## src/rtl/if_fetch.sv

```systemverilog
// Instruction fetch: single-outstanding memory request FSM feeding a prefetch FIFO.
// Define IF_FETCH_STATS_EN to add the stat_fetch_o / stat_bubble_o counters.
module if_fetch #(
    parameter logic [31:0] RESET_PC  = 32'h0000_0000,
    parameter int unsigned BUF_DEPTH = 2
) (
    input  logic        clk_i,
    input  logic        rst_n_i,
    input  logic        hd_i,
    input  logic        redirect_i,
    input  logic [31:0] redirect_addr_i,
    output logic        imem_req_o,
    output logic [31:0] imem_addr_o,
    input  logic        imem_valid_i,
    input  logic [31:0] imem_data_i,
    output logic [31:0] inst_o,
    output logic [31:0] inst_addr_o,
    output logic        inst_valid_o
`ifdef IF_FETCH_STATS_EN
    ,
    output logic [31:0] stat_fetch_o,
    output logic [31:0] stat_bubble_o
`endif
);

    localparam int unsigned PTR_W  = $clog2(BUF_DEPTH);
    localparam int unsigned CNT_W  = PTR_W + 1;
    localparam logic [31:0] BUBBLE = 32'hFC00_0000;

    typedef enum logic [1:0] {S_IDLE, S_WAIT, S_DROP} state_e;

    state_e             state_q, state_d;
    logic [31:0]        pc_q, pc_d;
    logic [31:0]        addr_q, addr_d;
    logic               req_q, req_d;
    logic [PTR_W-1:0]   head_q, head_d, tail_q, tail_d;
    logic [CNT_W-1:0]   cnt_q, cnt_d;
    logic [31:0]        buf_data_q [BUF_DEPTH];
    logic [31:0]        buf_addr_q [BUF_DEPTH];
    logic               push, pop, empty;

    assign empty = (cnt_q == '0);

    // Request FSM and FIFO pointer update; redirect overrides everything else.
    always_comb begin
        state_d = state_q;
        pc_d    = pc_q;
        addr_d  = addr_q;
        push    = 1'b0;
        pop     = 1'b0;
        head_d  = head_q;
        tail_d  = tail_q;
        cnt_d   = cnt_q;
        if (redirect_i) begin
            pc_d    = redirect_addr_i & 32'hFFFF_FFFC;
            state_d = (state_q != S_IDLE && !imem_valid_i) ? S_DROP : S_IDLE;
            head_d  = '0;
            tail_d  = '0;
            cnt_d   = '0;
        end else begin
            pop = !hd_i && !empty;
            case (state_q)
                S_IDLE: begin
                    if (cnt_q < CNT_W'(BUF_DEPTH)) begin
                        state_d = S_WAIT;
                        addr_d  = pc_q;
                        pc_d    = pc_q + 32'd4;
                    end
                end
                S_WAIT: begin
                    if (imem_valid_i) begin
                        state_d = S_IDLE;
                        push    = 1'b1;
                    end
                end
                S_DROP: begin
                    if (imem_valid_i) state_d = S_IDLE;
                end
                default: state_d = S_IDLE;
            endcase
            if (pop)  head_d = head_q + PTR_W'(1);
            if (push) tail_d = tail_q + PTR_W'(1);
            cnt_d = cnt_q + CNT_W'(push) - CNT_W'(pop);
        end
        req_d = (state_d != S_IDLE);
    end

    always_ff @(posedge clk_i) begin
        if (!rst_n_i) begin
            state_q <= S_IDLE;
            pc_q    <= RESET_PC;
            addr_q  <= RESET_PC;
            req_q   <= 1'b0;
            head_q  <= '0;
            tail_q  <= '0;
            cnt_q   <= '0;
        end else begin
            state_q <= state_d;
            pc_q    <= pc_d;
            addr_q  <= addr_d;
            req_q   <= req_d;
            head_q  <= head_d;
            tail_q  <= tail_d;
            cnt_q   <= cnt_d;
        end
    end

    // Each entry keeps the word and its fetch address + 4.
    always_ff @(posedge clk_i) begin
        if (push) begin
            buf_data_q[tail_q] <= imem_data_i;
            buf_addr_q[tail_q] <= addr_q + 32'd4;
        end
    end

    assign imem_req_o   = req_q;
    assign imem_addr_o  = addr_q;
    assign inst_valid_o = !empty;
    assign inst_o       = empty ? BUBBLE : buf_data_q[head_q];
    assign inst_addr_o  = empty ? BUBBLE : buf_addr_q[head_q];

`ifdef IF_FETCH_STATS_EN
    logic [31:0] fetch_cnt_q, bubble_cnt_q;

    always_ff @(posedge clk_i) begin
        if (!rst_n_i) begin
            fetch_cnt_q  <= '0;
            bubble_cnt_q <= '0;
        end else begin
            if (push)           fetch_cnt_q  <= fetch_cnt_q + 32'd1;
            if (empty && !hd_i) bubble_cnt_q <= bubble_cnt_q + 32'd1;
        end
    end

    assign stat_fetch_o  = fetch_cnt_q;
    assign stat_bubble_o = bubble_cnt_q;
`endif

endmodule

```

## config.mk

```make
export PLATFORM = sky130hd
export DESIGN_NAME = if_fetch
export DESIGN_NICKNAME = d
export VERILOG_FILES = /design/src/rtl/if_fetch.sv
export SDC_FILE = /design/constraint.sdc
export NUM_CORES = 1
export LEC_CHECK = 0
export BUFFER_PORTS_ARGS = -buffer_cell sky130_fd_sc_hd__buf_2
export CAP_MARGIN = 20
export CORE_ASPECT_RATIO = 0.7
export CORE_MARGIN = 5
export CORE_UTILIZATION = 50
export CTS_CLUSTER_SIZE = 10
export DETAILED_ROUTE_END_ITERATION = 7
export MAX_ROUTING_LAYER = met4
export PLACE_DENSITY = 0.73
export SLEW_MARGIN = 25
export SYNTH_ARGS = -nofsm -noshare
export SYNTH_HDL_FRONTEND = slang
export SYNTH_SLANG_ARGS = --single-unit
```

## constraint.sdc

```tcl
create_clock -name clk_i -period 12.17 [get_ports clk_i]
set_input_delay 2.434 -clock clk_i [delete_from_list [all_inputs] [get_ports clk_i]]
set_output_delay 2.434 -clock clk_i [all_outputs]
set_load 0.1 [all_outputs]
```

==> impl_metrics.env, run 1 <==
export IMPL_antenna_found_initial=0
export IMPL_crit_reg2reg_launch="pc_q[4]$_SDFFE_PN0P_"
export IMPL_drt_iter0_drc=414
export IMPL_clock_sinks=192
export IMPL_r2r_end="pc_q[28]$_SDFFE_PN0P_"
export IMPL_place_congestion=0.857
export IMPL_finalCritPeriodShare_pct=40.5
export IMPL_post_cts_setup_buffers=0
export IMPL_wl_per_cell_um=16.7
export IMPL_syn_to_final_growth_pct=19.4
export IMPL_core_um2=16400
export IMPL_overflow=0
export IMPL_io_pins=167
export IMPL_min_path_cells=2
export IMPL_multiInputGateArea_um2=3140
export IMPL_end_kind="output port"
export IMPL_critPathRequiredTime_ps=9740
export IMPL_whs_endpoint="imem_addr_o[31]$_SDFFE_PN0P_"
export IMPL_r2r_setup_slack_ps=9710
export IMPL_post_route_drc_count=0
export IMPL_yosysWarningCount=0
export IMPL_p_leak_nw=3.67
export IMPL_p_total_mw=1.46
export IMPL_finalHoldViolations=0
export IMPL_synth_ff_latch_count=192
export IMPL_placed_cells=1092
export IMPL_synth_ff_type="edfxtp_1"
export IMPL_yosysMostFrequentCell="edfxtp_1"
export IMPL_via_per_inst=5.38
export IMPL_grt_usage_pct=20.0
export IMPL_h_tree_depth=4
export IMPL_cp_max_fo=52
export IMPL_hold_start="pc_q[31]$_SDFFE_PN0P_"
export IMPL_relSlewSlack_pct=36.7
export IMPL_finalNonFillerCells=1124
export IMPL_ys_top_cells_by_area="edfxtp_1 44%, dfxtp_1 16%, mux2i_1 7.5%"
export IMPL_tightest_slew_ps=950
export IMPL_fp_dieW_um=165
export IMPL_io_buffers=160
export IMPL_synth_async_reset_ratio_pct=0
export IMPL_drive_gt1_share_pct=23.5
export IMPL_setup_violations=0
export IMPL_worst_ir_drop_vdd_v=0.0000853
export IMPL_cellPowerDensity_nw_per_um2=145
export IMPL_finClkSkew_ps=9.58
export IMPL_totalWireLength_mm=18.8
export IMPL_hpwl_mm=12.7
export IMPL_cts_tree="built"
export IMPL_crit_type="reg2out"
export IMPL_die_h_um=119
export IMPL_synth_avg_cell_area_um2=11.4
export IMPL_synth_common_cells="124 x edfxtp_1, 97 x nand2_1, 68 x dfxtp_1"
export IMPL_synth_edf_count=124
export IMPL_clock_latency_ps=430
export IMPL_tritoncts_num_buffers=17
export IMPL_synth_area_um2=8420
export IMPL_drt_pass1_iterations=5
export IMPL_fmax_ghz=0.203
export IMPL_status="complete, no violations"
export IMPL_cts_clk_slew_worst_paths_ps=70
export IMPL_drv_cap=0
export IMPL_seqCellArea_um2=5090
export IMPL_grt_pass1_vias=5777
export IMPL_reg2reg_depth=4
export IMPL_synth_top_area_share_pct=44.2
export IMPL_cts_resized=0
export IMPL_slew_viol_final=0
export IMPL_ys_types=44
export IMPL_finalSetupTns_ps=0
export IMPL_hp_class="reg2reg"
export IMPL_syn_inst=739
export IMPL_rows=39
export IMPL_nNetsFinal=962
export IMPL_yosysTopAreaCell="edfxtp_1"
export IMPL_cts_hold_buf=0
export IMPL_start_util_pct=51.3
export IMPL_dieArea_um2=19600
export IMPL_grt_pass1_wl_mm=30.1
export IMPL_cts_root_buffer="clkbuf_16"
export IMPL_grt_max_degree=65
export IMPL_drtAntennaViolNets=0
export IMPL_worstPathArrival_ps=2490
export IMPL_ys_seq_area_share_pct=60.4
export IMPL_fillers=1392
export IMPL_n_antenna_cell=0
export IMPL_rsz0062_at_grt="false"
export IMPL_hold_slack_ps=503
export IMPL_vias=6045
export IMPL_post_route_min_period_ps=4930
export IMPL_startpoint_type="flip-flop"
export IMPL_clock_tree_buffer_depth=2
==> metrics by stage <==
stage	util, %	setup slack (ps)	area, um^2
after CTS	61.1	7210	10000
after detailed placement	57.4	7600	9410
after global routing	61.3	7090	10000
after floorplan	-	4190	8430
final	61.3	7240	10000
after global placement	57.4	7650	9410
==> layout make-up <==
class | count | area share, %
repair buffers | 169 | 8.68
flip-flops and latches | 192 | 50.7
well taps | 225 | 2.80
inverters | 14 | 0.523
clock inverters | 13 | 1.76
multi-input cells | 492 | 31.3
clock buffers | 19 | 4.31
==> how the worst max path moves through the flow <==
stage,from,to,slack (ps)
6_report,cnt_q[1]$_SDFF_PP0_,inst_addr_o[26],7240
5_1_grt,cnt_q[1]$_SDFF_PP0_,inst_addr_o[27],7090
4_1_cts,flip-flop,inst_addr_o[6],7210
3_3_place_gp,redirect_i,imem_addr_o[28]$_SDFFE_PN0P_,7650
3_5_place_dp,redirect_i,imem_addr_o[24]$_SDFFE_PN0P_,7600
2_1_floorplan,redirect_i,buf_addr_q[1][10]$_DFFE_PP_,4190
==> power breakdown <==
group / switching, mW / internal, mW / leakage (nW)
logic: 0.121 / 0.0359 / 1.71
registers: 0.0194 / 0.709 / 1.67
clock network: 0.247 / 0.328 / 0.286
total: 0.387 / 1.07 / 3.67
==> sequential cells by signal (all words and copies together) (netlist names), 2 cells and up, named ones only <==
signal and cells:
buf_data_q 64, buf_addr_q 60, imem_addr_o 30, pc_q 30, cnt_q 2, state_q 2
==> worst max-delay path, stage by stage, from the launching register on <==
cell and delay [ps]:
dfxtp_1 410, nor2_4 110, buf_4 510, inv_1 400, nand2_1 190, buf_2 440
==> placed cells by master, fill, tap and decap left out, types with 17 or more instances in the layout <==
cell,n
a21boi_0,30
nor2_1,64
xnor2_1,32
buf_2,160
clkbuf_16,17
o21ai_0,29
nand4_1,21
nand3_1,20
dfxtp_1,67
nand2_1,96
edfxtp_1,124
mux2i_1,63
nor3_1,18
==> cell families after synthesis <==
logic type	Yosys count	share of synthesized area, %
compound gates	97	7.69
xor+xnor	43	4.48
fa+ha+maj	7	1.04
buf+inv	58	2.87
flops	192	60.4
mux	63	7.49
other cells	1	0.0446
simple gates	278	16.0
==> routing by layer <==
metal / part of all wire, % / global-route usage [%]
met1: 48 / 28.4
met3: 7.8 / 5.22
met5: 0 / -
met2: 43 / 28.5
met4: 1.2 / 5.45
No activity file was read; power rests on OpenSTA's default activity.
==> inputs of run 2 (changes only) <==
==> constraint.sdc (replaced) <==
create_clock -name clk_i -period 4.84 [get_ports clk_i]
set_input_delay 0.968 -clock clk_i [delete_from_list [all_inputs] [get_ports clk_i]]
set_output_delay 0.968 -clock clk_i [all_outputs]
set_load 0.1 [all_outputs]
==> run 2 against run 1 <==
Register-to-register slack got worse by 7400 ps; largest power group unchanged; clock power grew to 2.5 times the previous value; wire length increased by 0.48%; non-clock buffer count down 1; worst hold slack worse by 14 ps; utilization rose by 0.14 points; sequential power increased to 2.5 times the previous value; die area unchanged; flip-flop and latch count stayed put; global-route usage is 0.14 points higher; final area rose by 0.22%; critical path depth decreased by 1.
==> impl_metrics.env, run 2 (synthesis results as in run 1) <==
export IMPL_status="complete, no violations"
export IMPL_reg2reg_depth=4
export IMPL_clock_sinks=192
export IMPL_p_leak_nw=3.68
export IMPL_finClkSkew_ps=14.8
export IMPL_slew_viol_final=0
export IMPL_tritoncts_num_buffers=17
export IMPL_whs_endpoint="imem_addr_o[31]$_SDFFE_PN0P_"
export IMPL_cts_clk_slew_worst_paths_ps=70
export IMPL_dieArea_um2=19600
export IMPL_core_um2=16400
export IMPL_critPathRequiredTime_ps=3870
export IMPL_cts_tree="built"
export IMPL_vias=6127
export IMPL_die_h_um=119
export IMPL_crit_slowest_cell="nor2_4"
export IMPL_n_antenna_cell=0
export IMPL_rsz0062_at_grt="false"
export IMPL_worstPathCellList="nor2_4 -> inv_1 -> nand2_1 -> buf_2"
export IMPL_relSlewSlack_pct=39.8
export IMPL_finalSetupTns_ps=0
export IMPL_nNetsFinal=961
export IMPL_stdcell_area_um2=10100
export IMPL_end_kind="output port"
export IMPL_tightest_slew_ps=903
export IMPL_seqCellArea_um2=5090
export IMPL_startpoint_type="flip-flop"
export IMPL_finalNonFillerCells=1123
export IMPL_fp_dieW_um=165
export IMPL_reg_top3="buf_data_q: 64 flops, buf_addr_q: 60 flops"
export IMPL_multiInputGateArea_um2=3160
export IMPL_hold_start="pc_q[31]$_SDFFE_PN0P_"
export IMPL_hp_class="reg2reg"
export IMPL_io_pins=167
export IMPL_min_path_cells=2
export IMPL_crit_type="reg2out"
export IMPL_clock_tree_buffer_depth=2
export IMPL_rows=39
export IMPL_fillers=1363
export IMPL_cellPowerDensity_nw_per_um2=365
export IMPL_post_cts_setup_buffers=0
export IMPL_worst_ir_drop_vdd_v=0.000209
export IMPL_placed_area_um2=9430
export IMPL_final_common_cell="buf_2"
export IMPL_clock_latency_ps=430
export IMPL_h_tree_depth=4
export IMPL_drv_cap=0
export IMPL_grt_pass1_vias=5837
export IMPL_crit_reg2reg_launch="pc_q[4]$_SDFFE_PN0P_"
export IMPL_max_stage_delay_ps=510
export IMPL_start_util_pct=51.3
export IMPL_utilization_pct=61.4
export IMPL_largest_reg_flops=64
export IMPL_grt_max_degree=65
export IMPL_final_setup_worst_slack_ps=1490
export IMPL_io_buffers=160
export IMPL_cts_root_buffer="clkbuf_16"
export IMPL_cts_resized=0
export IMPL_placed_cells=1091
export IMPL_hpwl_mm=12.7
export IMPL_grt_usage_pct=20.1
export IMPL_drt_iter0_drc=485
export IMPL_cp_max_fo=20
export IMPL_drt_pass1_iterations=5
export IMPL_r2r_setup_slack_ps=2340
export IMPL_dp_slack_ps=1920
export IMPL_fmax_ghz=0.298
export IMPL_finalHoldViolations=0
export IMPL_setup_violations=0
export IMPL_totalWireLength_mm=18.9
export IMPL_wl_per_cell_um=16.8
export IMPL_cts_hold_buf=0
export IMPL_top_register="buf_data_q"
export IMPL_antenna_found_initial=0
export IMPL_via_per_inst=5.46
export IMPL_worstPathArrival_ps=2390
export IMPL_finalCritPeriodShare_pct=69.3
export IMPL_grt_pass1_wl_mm=30.1
export IMPL_drtAntennaViolNets=0
export IMPL_syn_to_final_growth_pct=19.6
export IMPL_r2r_end="pc_q[21]$_SDFFE_PN0P_"
export IMPL_overflow=0
export IMPL_post_route_min_period_ps=3350
export IMPL_drive_gt1_share_pct=23.4
export IMPL_most_common_layout_cells="160 x buf_2, 124 x edfxtp_1, 96 x nand2_1"
export IMPL_place_congestion=0.839
export IMPL_post_route_drc_count=0
[run 2: changes by cell type in the layout (fill, tap and decap cells not counted), moves of 2 or more]
cell        delta
clkinv_4       +3
clkinv_1       +2
nor3_2         -2
clkinvlp_4     -3
inv_8          -2
clkbuf_1       -2
nor3_4         +2
[run 2: cell type report]
type	count	share of cell area (%)
clock buffers	17	4.23
clock inverters	15	1.85
inverters	14	0.522
multi-input cells	492	31.4
flip-flops and latches	192	50.5
well taps	225	2.80
repair buffers	168	8.68
[run 2: worst max-delay path, delay by kind of cell (launching register included)]
family                 cells  cell delay [ps]
DFF                        1              430
buffers and inverters      2              820
and+or+nand+nor            2              690
[run 2: worst max-delay path by stage]
| stage | start | endpoint |
|---|---|---|
| 2_1_floorplan | redirect_i | buf_addr_q[1][10]$_DFFE_PP_ |
| 3_3_place_gp | cnt_q[1]$_SDFF_PP0_ | inst_addr_o[29] |
| 3_5_place_dp | cnt_q[1]$_SDFF_PP0_ | inst_addr_o[27] |
| 4_1_cts | cnt_q[1]$_SDFF_PP0_ | inst_addr_o[27] |
| 5_1_grt | cnt_q[1]$_SDFF_PP0_ | inst_addr_o[27] |
| 6_report | cnt_q[1]$_SDFF_PP0_ | inst_addr_o[27] |
[run 2: power by group]
group / switching (mW) / internal, mW
combinational: 0.306 / 0.0908
sequential: 0.0501 / 1.78
clock: 0.630 / 0.821
[run 2: stage by stage]
step	power, mW	hold slack [ps]
after floorplan	2.17	455
after global placement	2.26	468
after detailed placement	2.27	479
after CTS	3.70	490
after global routing	3.81	533
final	3.68	489
[run 2: metal layers]
| metal | up-vias | GRT usage, % | routed length [um] |
|---|---|---|---|
| met1 | 2939 | 28.1 | 8770 |
| met5 | - | - | 0 |
| met4 | 0 | 5.40 | 189 |
| met3 | 16 | 5.39 | 1570 |
| met2 | 210 | 29.2 | 8350 |
| li1 | 2962 | - | - |
